$ cat src/rtl/tdm_channel_mux_if.sv
// Bundle of the serial-side and per-channel signals of the TDM channel mux.
// The slave modport is the mux itself; the master modport is whoever drives it.
interface tdm_channel_mux_if #(
  parameter int DATA_WIDTH   = 8,
  parameter int NUM_CHANNELS = 12,
  parameter int CNT_WIDTH    = 16
);
  localparam int SLOT_W = (NUM_CHANNELS > 1) ? $clog2(NUM_CHANNELS) : 1;

  logic                               in_valid;
  logic                               in_sop;
  logic [DATA_WIDTH-1:0]              in_data;
  logic                               in_frame_sync;
  logic [NUM_CHANNELS-1:0]            ch_enable;
  logic [NUM_CHANNELS-1:0]            ch_valid;
  logic [NUM_CHANNELS-1:0]            ch_sop;
  logic [NUM_CHANNELS*DATA_WIDTH-1:0] ch_data;
  logic [NUM_CHANNELS-1:0]            ch_out_valid;
  logic [NUM_CHANNELS*DATA_WIDTH-1:0] ch_out_data;
  logic                               out_valid;
  logic [DATA_WIDTH-1:0]              out_data;
  logic [SLOT_W-1:0]                  slot_idx;
  logic                               frame_start;
  logic [CNT_WIDTH-1:0]               drop_count;

  modport slave (
    input  in_valid, in_sop, in_data, in_frame_sync, ch_enable, ch_out_valid, ch_out_data,
    output ch_valid, ch_sop, ch_data, out_valid, out_data, slot_idx, frame_start, drop_count
  );

  modport master (
    output in_valid, in_sop, in_data, in_frame_sync, ch_enable, ch_out_valid, ch_out_data,
    input  ch_valid, ch_sop, ch_data, out_valid, out_data, slot_idx, frame_start, drop_count
  );
endinterface

$ cat src/rtl/tdm_channel_mux.sv
// TDM channel mux: splits a slotted serial byte stream onto per-channel lanes with
// per-channel packet tracking, and serialises per-channel return bytes back out.
module tdm_channel_mux #(
  parameter int DATA_WIDTH   = 8,
  parameter int NUM_CHANNELS = 12,
  parameter int CNT_WIDTH    = 16
) (
  input logic              clk,
  input logic              rst,
  tdm_channel_mux_if.slave bus
);
  localparam int SLOT_W = (NUM_CHANNELS > 1) ? $clog2(NUM_CHANNELS) : 1;
  localparam logic [SLOT_W-1:0] LAST_SLOT = SLOT_W'(NUM_CHANNELS - 1);

  typedef enum logic {CH_IDLE, CH_ACTIVE} ch_state_e;

  logic [SLOT_W-1:0]                  slot_q, slot_d, slot_s;
  ch_state_e [NUM_CHANNELS-1:0]       state_q, state_d;
  logic [NUM_CHANNELS-1:0]            ch_valid_q, ch_valid_d;
  logic [NUM_CHANNELS-1:0]            ch_sop_q, ch_sop_d;
  logic [NUM_CHANNELS*DATA_WIDTH-1:0] ch_data_q, ch_data_d;
  logic                               out_valid_q, out_valid_d;
  logic [DATA_WIDTH-1:0]              out_data_q, out_data_d;
  logic                               frame_start_q, frame_start_d;
  logic [CNT_WIDTH-1:0]               drop_q, drop_d;
  logic                               slot_en;
  logic                               accept;
  logic [DATA_WIDTH-1:0]              ret_data;

  always_comb begin
    // NOTE: every target of this block gets a default first, so no path can infer a latch.
    slot_s   = bus.in_frame_sync ? '0 : slot_q;
    slot_d   = (slot_s == LAST_SLOT) ? '0 : slot_s + 1'b1;
    slot_en  = bus.ch_enable[slot_s];
    accept   = bus.in_valid && slot_en && (bus.in_sop || state_q[slot_s] == CH_ACTIVE);
    ret_data = '0;
    state_d    = state_q;
    ch_valid_d = '0;
    ch_sop_d   = '0;
    ch_data_d  = ch_data_q;
    for (int i = 0; i < NUM_CHANNELS; i++) begin
      if (slot_s == SLOT_W'(i)) begin
        ret_data = bus.ch_out_data[i*DATA_WIDTH +: DATA_WIDTH];
      end
      // Disabling a channel aborts its packet regardless of which slot is current.
      if (!bus.ch_enable[i]) begin
        state_d[i] = CH_IDLE;
      end else if (slot_s == SLOT_W'(i) && bus.in_valid && bus.in_sop) begin
        state_d[i] = CH_ACTIVE;
      end
      if (accept && slot_s == SLOT_W'(i)) begin
        ch_valid_d[i] = 1'b1;
        ch_sop_d[i]   = bus.in_sop;
        ch_data_d[i*DATA_WIDTH +: DATA_WIDTH] = bus.in_data;
      end
    end
    drop_d = drop_q;
    if (bus.in_valid && !accept && drop_q != '1) begin
      drop_d = drop_q + 1'b1;
    end
    out_valid_d   = bus.ch_out_valid[slot_s] && slot_en;
    out_data_d    = out_valid_d ? ret_data : out_data_q;
    frame_start_d = (slot_s == '0);
  end

  // NOTE: ch_data is a register bank rather than a RAM, so it is cleared by reset like everything else.
  always_ff @(posedge clk or posedge rst) begin
    if (rst) begin
      slot_q        <= '0;
      for (int i = 0; i < NUM_CHANNELS; i++) begin
        state_q[i]  <= CH_IDLE;
      end
      ch_valid_q    <= '0;
      ch_sop_q      <= '0;
      ch_data_q     <= '0;
      out_valid_q   <= 1'b0;
      out_data_q    <= '0;
      frame_start_q <= 1'b0;
      drop_q        <= '0;
    end else begin
      // NOTE: non-blocking updates make every register sample the pre-edge values.
      slot_q        <= slot_d;
      state_q       <= state_d;
      ch_valid_q    <= ch_valid_d;
      ch_sop_q      <= ch_sop_d;
      ch_data_q     <= ch_data_d;
      out_valid_q   <= out_valid_d;
      out_data_q    <= out_data_d;
      frame_start_q <= frame_start_d;
      drop_q        <= drop_d;
    end
  end

  assign bus.slot_idx    = slot_s;
  assign bus.ch_valid    = ch_valid_q;
  assign bus.ch_sop      = ch_sop_q;
  assign bus.ch_data     = ch_data_q;
  assign bus.out_valid   = out_valid_q;
  assign bus.out_data    = out_data_q;
  assign bus.frame_start = frame_start_q;
  assign bus.drop_count  = drop_q;
endmodule

$ cat src/flat_wrapper.sv
// flat-port wrapper written by rule: the top's interface ports become plain ports
module tdm_channel_mux_flat 
#(
  parameter int DATA_WIDTH   = 8,
  parameter int NUM_CHANNELS = 12,
  parameter int CNT_WIDTH    = 16
)
  (clk, rst, bus_in_valid, bus_in_sop, bus_in_data, bus_in_frame_sync, bus_ch_enable, bus_ch_out_valid, bus_ch_out_data, bus_ch_valid, bus_ch_sop, bus_ch_data, bus_out_valid, bus_out_data, bus_slot_idx, bus_frame_start, bus_drop_count);
  tdm_channel_mux_if #(.DATA_WIDTH(DATA_WIDTH), .NUM_CHANNELS(NUM_CHANNELS), .CNT_WIDTH(CNT_WIDTH)) bus_i ();
  input logic clk;
  input logic rst;
  input wire logic [$bits(bus_i.in_valid)-1:0] bus_in_valid;
  input wire logic [$bits(bus_i.in_sop)-1:0] bus_in_sop;
  input wire logic [$bits(bus_i.in_data)-1:0] bus_in_data;
  input wire logic [$bits(bus_i.in_frame_sync)-1:0] bus_in_frame_sync;
  input wire logic [$bits(bus_i.ch_enable)-1:0] bus_ch_enable;
  input wire logic [$bits(bus_i.ch_out_valid)-1:0] bus_ch_out_valid;
  input wire logic [$bits(bus_i.ch_out_data)-1:0] bus_ch_out_data;
  output wire logic [$bits(bus_i.ch_valid)-1:0] bus_ch_valid;
  output wire logic [$bits(bus_i.ch_sop)-1:0] bus_ch_sop;
  output wire logic [$bits(bus_i.ch_data)-1:0] bus_ch_data;
  output wire logic [$bits(bus_i.out_valid)-1:0] bus_out_valid;
  output wire logic [$bits(bus_i.out_data)-1:0] bus_out_data;
  output wire logic [$bits(bus_i.slot_idx)-1:0] bus_slot_idx;
  output wire logic [$bits(bus_i.frame_start)-1:0] bus_frame_start;
  output wire logic [$bits(bus_i.drop_count)-1:0] bus_drop_count;
  assign bus_i.in_valid = bus_in_valid;
  assign bus_i.in_sop = bus_in_sop;
  assign bus_i.in_data = bus_in_data;
  assign bus_i.in_frame_sync = bus_in_frame_sync;
  assign bus_i.ch_enable = bus_ch_enable;
  assign bus_i.ch_out_valid = bus_ch_out_valid;
  assign bus_i.ch_out_data = bus_ch_out_data;
  assign bus_ch_valid = bus_i.ch_valid;
  assign bus_ch_sop = bus_i.ch_sop;
  assign bus_ch_data = bus_i.ch_data;
  assign bus_out_valid = bus_i.out_valid;
  assign bus_out_data = bus_i.out_data;
  assign bus_slot_idx = bus_i.slot_idx;
  assign bus_frame_start = bus_i.frame_start;
  assign bus_drop_count = bus_i.drop_count;
  tdm_channel_mux #(.DATA_WIDTH(DATA_WIDTH), .NUM_CHANNELS(NUM_CHANNELS), .CNT_WIDTH(CNT_WIDTH)) u_core (.clk(clk), .rst(rst), .bus(bus_i));
endmodule
$ cat config.mk
export PLATFORM = sky130hd
export DESIGN_NAME = tdm_channel_mux_flat
export DESIGN_NICKNAME = d
export VERILOG_FILES = /design/src/rtl/tdm_channel_mux_if.sv /design/src/rtl/tdm_channel_mux.sv /design/src/flat_wrapper.sv
export SDC_FILE = /design/constraint.sdc
export NUM_CORES = 1
export LEC_CHECK = 0
export CAP_MARGIN = 20
export CORE_ASPECT_RATIO = 0.9
export CORE_MARGIN = 1.5
export CORE_UTILIZATION = 25
export CTS_BUF_LIST = sky130_fd_sc_hd__clkbuf_4
export CTS_CLUSTER_SIZE = 20
export DETAILED_ROUTE_END_ITERATION = 6
export SYNTH_ARGS = -nofsm -noshare
export SYNTH_HDL_FRONTEND = slang
export SYNTH_SLANG_ARGS = --single-unit
$ cat constraint.sdc
create_clock -name clk -period 5.8 [get_ports clk]
set_clock_uncertainty 0.2 [all_clocks]
set_input_delay 0.58 -clock clk [delete_from_list [all_inputs] [get_ports clk]]
set_output_delay 0.58 -clock clk [all_outputs]
set_load 0.03 [all_outputs]
Word-level counts from Yosys, hierarchy flattened
Index checks and enable logic that the tools add are counted.
Word-level totals
  register bits after elaboration: 162
  word-level logic and storage cells: 170
  input port bits: 133
Operators by class
  $lt $le $gt $ge: 1
  add/sub/neg operators: 2
  mux-type cells: 68
  eq/ne operators: 24
  reduce and logical (&&, ||, !) cells: 44
Operators by type and width (count)
  $mux W8: 12
  $mux W1: 51
  $logic_and A1 B1 Y1: 41
  $ne A2 B1 Y1 const B: 12
  $add A16 B1 Y16 const B: 1
  $eq A4 B3 Y1 const B: 4
  $eq A4 B4 Y1 const B: 4
  $ne A16 B16 Y1 const B: 1
  $bmux W1 S4: 3
  $eq A4 B2 Y1 const B: 2
  $mux W4: 2
  $lt A4 B5 Y1 const B: 1
  $add A4 B1 Y4 const B: 1
  $eq A4 B1 Y1 const B: 1
  $logic_not A4 Y1: 1
  $logic_not A1 Y1: 1
  $logic_or A1 B1 Y1: 1

Longest topological paths before layout
  depth after elaboration: 14
  gate-level depth with buffers: 11

Worst setup path before layout
No wires, ideal clock.
  kind: in2reg
  from: in bus_in_frame_sync
  to: reg u_core.out_data_q[0], in the netlist u_core.bus.out_data[0]
  path slack: 2.802 ns
  stages: 10
  buffers on the path: 2
  library setup time: 0.121 ns
  arrival time: 2.677 ns
  data required time: 5.479 ns
  cell sequence: buf_6 -> nor2b_1 -> inv_1 -> ha_1 -> nor4bb_1 -> buf_2 -> a221o_1 -> a221oi_1 -> o21ai_0 -> o22a_1
Between the ends
  cells in the longest elaborated chain, start to end: 14
  elaborated cells on any way between the ends: 30
  classes of those cells: eq/ne (11); mux (17); reduce/logical (2)
RTL lines
  start, declared: RTL line flat_wrapper.sv:15  | input wire logic [$bits(bus_i.in_frame_sync)-1:0] bus_in_frame_sync;
  $mux W4 (*): RTL line tdm_channel_mux.sv:32  | slot_s = bus.in_frame_sync ? '0 : slot_q;
  net bus_slot_idx[1]: RTL line flat_wrapper.sv:24  | output wire logic [$bits(bus_i.slot_idx)-1:0] bus_slot_idx;
  $logic_not A4 Y1: RTL line tdm_channel_mux.sv:42  | if (slot_s == SLOT_W'(i)) begin
  $mux W8 (12 in a row): RTL line tdm_channel_mux.sv:42
  end signal, assigned: RTL line tdm_channel_mux.sv:88  | out_data_q <= out_data_d;
  end, declared: RTL line tdm_channel_mux.sv:23  | logic [DATA_WIDTH-1:0] out_data_q, out_data_d;
Mark *: on every way through the listed nets, which the timed path passes. The rest lies on a longest branch. The select of a mux whose other input is x is not followed.
A chain may end at the register's enable or synchronous reset.

Worst setup path after layout
  from: reg u_core.slot_q[2]
  to: reg u_core.ch_data_q[21], in the netlist u_core.bus.ch_data[21]
Between the ends
  cells in the longest elaborated chain, start to end: 6
  elaborated cells on any way between the ends: 10
  classes of those cells: eq/ne (1); mux (5); reduce/logical (4)
RTL lines
  start, declared: RTL line tdm_channel_mux.sv:17  | logic [SLOT_W-1:0] slot_q, slot_d, slot_s;
  start signal, assigned: RTL line tdm_channel_mux.sv:82  | slot_q <= slot_d;
  $mux W4 (*): RTL line tdm_channel_mux.sv:32
  $bmux W1 S4, on equally long branches: RTL line tdm_channel_mux.sv:34, tdm_channel_mux.sv:35
  $mux W1, on equally long branches: RTL line tdm_channel_mux.sv:34, tdm_channel_mux.sv:35
  $logic_and A1 B1 Y1 / $logic_or A1 B1 Y1 (equally long branches): RTL line tdm_channel_mux.sv:35  | accept = bus.in_valid && slot_en && (bus.in_sop || state_q[slot_s] == CH_ACTIVE);
  $logic_and A1 B1 Y1: RTL line tdm_channel_mux.sv:35
  $logic_and A1 B1 Y1 (*): RTL line tdm_channel_mux.sv:51  | if (accept && slot_s == SLOT_W'(i)) begin
  end signal, assigned: RTL line tdm_channel_mux.sv:86  | ch_data_q <= ch_data_d;
  end, declared: RTL line tdm_channel_mux.sv:21  | logic [NUM_CHANNELS*DATA_WIDTH-1:0] ch_data_q, ch_data_d;
Every way passes the cells marked *; elsewhere a longest branch is shown, timed or not. The select of a mux whose other input is x is not followed.

==> results by group <==
Pwr
  • PwrDens: 334 nW/um^2
  • Leak: 0.00495 uW
  • Clk pwr share: 18.1%
  • Peak supply drop: 0.000290 V
  • Seq pwr share: 39.9%
  • Combinational Power Share: 42.0%
  • Sw Ratio: 39.6%
  • Cell Int Power: 2280 uW
  • Switching pwr: 1490 uW

GRT
  • Total GRT Usage: 19.9%
  • Vias in the first global route: 6988
  • Initial antenna violation count: 0
  • Gr ovfl total: 0
  • First-pass GRT wire length: 46600 microns
  • Largest net degree at the start of global routing: 85

STA
  • Final TNS setup: 0 ps
  • Final setup vio count: 0
  • Slew headroom: 35.1%
  • Fin crit period: 4000 ps
  • Slew of the pin with the lowest slew margin: 968 ps
  • Fmax: 250 MHz
  • RSZ-0062 raised after global routing: no
  • Pins over their slew limit: 0
  • Final Cycle Share: 69.0%
  • Fin Hold WS: 308 ps
  • Final Hold Violating Endpoints: 0

Synth
  • Most used DFF post-synth: dfrtp_1
  • Syn_area_per_cell: 11.6 sq um
  • Number of flops mapped to enable cells by yosys: 0
  • Post-synth cell types: 75
  • Sequential element share of the synthesized area: 51.9%
  • Top cells by area, synth: dfrtp_1 52%, mux2_2 15%, nor2_1 3.0%, nand2_1 1.8%, xor2_1 1.6%
  • Yosys warns: 0
  • Synth async-reset ratio: 100%
  • Post-Syn Area: 7810 sq um
  • Post-Syn Instances: 676
  • Synth top area share: 51.9%
  • Synthesized flop and latch total: 162
  • Syn_nets: 811
  • Synth area leader: dfrtp_1

Final layout
  • Post-layout nets: 1082
  • Multi-input logic area: 3500 sq um
  • Most common cell after layout, fill and taps aside: clkdlybuf4s50_1
  • Layout cells sized above 1: 18.4%
  • Commonest non-fill, non-tap cells in the layout: 282 x clkdlybuf4s50_1, 162 x dfrtp_1, 102 x mux2_2
  • Final Non-Filler Cells: 1369
  • Fill count: 3101
  • ANT cells: 0
  • Sequential cell area: 4050 sq um
  • P&R area growth vs syn: 44.8%

Floorplan
  • Initial core utilization: 25.3%
  • FP Rows: 61
  • Core Area: 30800 sq um
  • Die area: 32300 sq um
  • Die boundary height: 171 microns
  • Die X: 189 microns
  • Top Ports: 283

Clock network
  • CTS Sinks: 162
  • Cts repair resizes: 0
  • Hold-fix buffers at CTS: 0
  • TritonCTS clock tree: built
  • Num CTS Buffers: 17
  • Clock-pin slew on the worst setup and hold paths: 140 ps
  • Root buf cell: clkbuf_4
  • Postcts setup bufs: 0
  • Clock Latency Late Sink: 570 ps
  • Max H-tree Level: 4
  • CTS Buffer Depth: 2

Drt
  • Initial DRC Count: 376
  • DRC: 0
  • Post-Route WL: 32000 microns
  • Wire per inst: 23.4 microns
  • Initial DRT Pass Iterations: 5
  • Post-DRT Antenna Nets: 0
  • Total number of vias: 6679
  • Post-DR vias/cell: 4.88

Placement
  • Gp weighted congestion: 0.899
  • Placed cells: 1337
  • I/O Buffers: 282
  • Detailed Place HPWL: 23500 microns

Hold path
  • Hold path startpoint: u_core.state_q[5]$_DFFE_PP0P_
  • Hold WC Path Type: reg -> reg

Critical path
  • Worst setup endpoint: u_core.bus.ch_data[21]$_DFFE_PP0P_
  • Origin of the worst setup path: u_core.slot_q[2]$_DFF_PP0_
  • WP data required: 6060 ps
  • Worst Reg2Reg Path Length in Cells: 7
  • Setup CP Type: reg -> reg
  • Critical Path Sink Type: flop
  • Worst reg-to-reg setup slack: 1800 ps
  • Crit start category: flop
  • Worst-path maximum fanout: 25
  • Worst flop-to-flop path endpoint: u_core.bus.ch_data[21]$_DFFE_PP0P_
  • CP arrival: 4260 ps
  • Worst R2R Start: u_core.slot_q[2]$_DFF_PP0_

Run
  • Max-cap violations: 0

Run status
  • Status: finished, final reports clean
==> routing by layer <==
metal | part of all wire (%) | track usage, % | vias up
met5 | 0 | 0 | -
met3 | 10 | 7.41 | 41
met4 | 2.6 | 6.56 | 0
li1 | - | - | 3002
met2 | 46 | 31.8 | 354
met1 | 41 | 24.7 | 3282
==> how the worst min path moves through the flow <==
stage / to / cells past startpoint
CTS: u_core.state_q[1]$_DFFE_PP0P_ / 2
finish: u_core.state_q[5]$_DFFE_PP0P_ / 1
detailed placement: u_core.state_q[5]$_DFFE_PP0P_ / 1
global route: u_core.state_q[3]$_DFFE_PP0P_ / 2
global placement: u_core.state_q[5]$_DFFE_PP0P_ / 1
floorplan: u_core.state_q[5]$_DFFE_PP0P_ / 1
==> cells by family (layout without fill, tap and decap cells) <==
family | count (synthesis) | after routing | synth area share [%]
multiplexers | 115 | 115 | 16.5
buffers and inverters | 61 | 345 | 3.71
XOR/XNOR | 15 | 15 | 1.68
flip-flops | 162 | 162 | 51.9
AO/OA/AOI/OAI | 115 | 115 | 11.0
adder cells (fa/ha/maj) | 2 | 2 | 0.320
AND/OR/NAND/NOR | 206 | 206 | 14.8
==> cell type report <==
cell class	count	area share, %
Inverter	21	0.741
Multi-Input combinational cell	453	30.9
Clock buffer	22	1.46
Tap cell	409	4.52
Sequential cell	162	35.8
Clock inverter	10	0.907
Timing Repair Buffer	292	25.6
==> worst max-delay path, stage by stage (launching register included) <==
cell and delay [ps]:
dfrtp_1 920, nand2b_2 320, nor2_1 410, a221oi_2 140, a211oi_4 860, buf_4 380, nand3_2 280, mux2_2 350
==> Yosys cell counts, types with 3 or more instances <==
cell type	count
a221o_1	4
nor4bb_1	3
a21oi_1	13
and3_1	9
nor2b_1	10
nand3_1	12
o211ai_1	5
nor3_1	11
nand2b_1	8
a211oi_1	7
o2111ai_1	4
mux2_2	102
nand4_1	7
nand2_1	37
nor2_1	63
o21ai_0	17
nand3b_1	3
nand3_2	11
o31ai_1	3
buf_2	9
nor3b_1	5
o221ai_1	4
a21o_1	4
inv_1	20
buf_6	5
o22a_1	4
dfrtp_1	162
o21a_1	10
clkbuf_1	19
a221oi_1	9
a32oi_1	6
buf_4	3
and2_1	3
o22ai_1	3
mux2i_1	12
xor2_1	14
a31oi_1	4
buf_1	3
==> registers in the layout (all words and copies together), names as in the netlist <==
name / count
u_core.state_q: 12
u_core.bus.out_valid: 1
u_core.bus.ch_data: 96
u_core.bus.ch_sop: 12
u_core.bus.drop_count: 16
u_core.bus.frame_start: 1
u_core.bus.ch_valid: 12
u_core.bus.out_data: 8
u_core.slot_q: 4
==> power groups by stage <==
stage / combinational, uW / sequential, uW / clock [uW]
after floorplan: 444 / 1920 / 0
after global placement: 1590 / 1520 / 0
after detailed placement: 1590 / 1520 / 0
after CTS: 1590 / 1510 / 712
after global routing: 1670 / 1540 / 760
final: 1580 / 1500 / 684
==> stage by stage <==
stage / worst slack (ps) / util, % / area, sq um / power (uW)
finish: 1800 / 36.7 / 11300 / 3770
global route: 1510 / 36.7 / 11300 / 3960
CTS: 1790 / 36.7 / 11300 / 3810
detailed placement: 1220 / 35.8 / 11000 / 3110
global placement: 1310 / 35.8 / 11000 / 3110
floorplan: 643 / - / 7810 / 2370
Power figures use the tool's default switching activity.
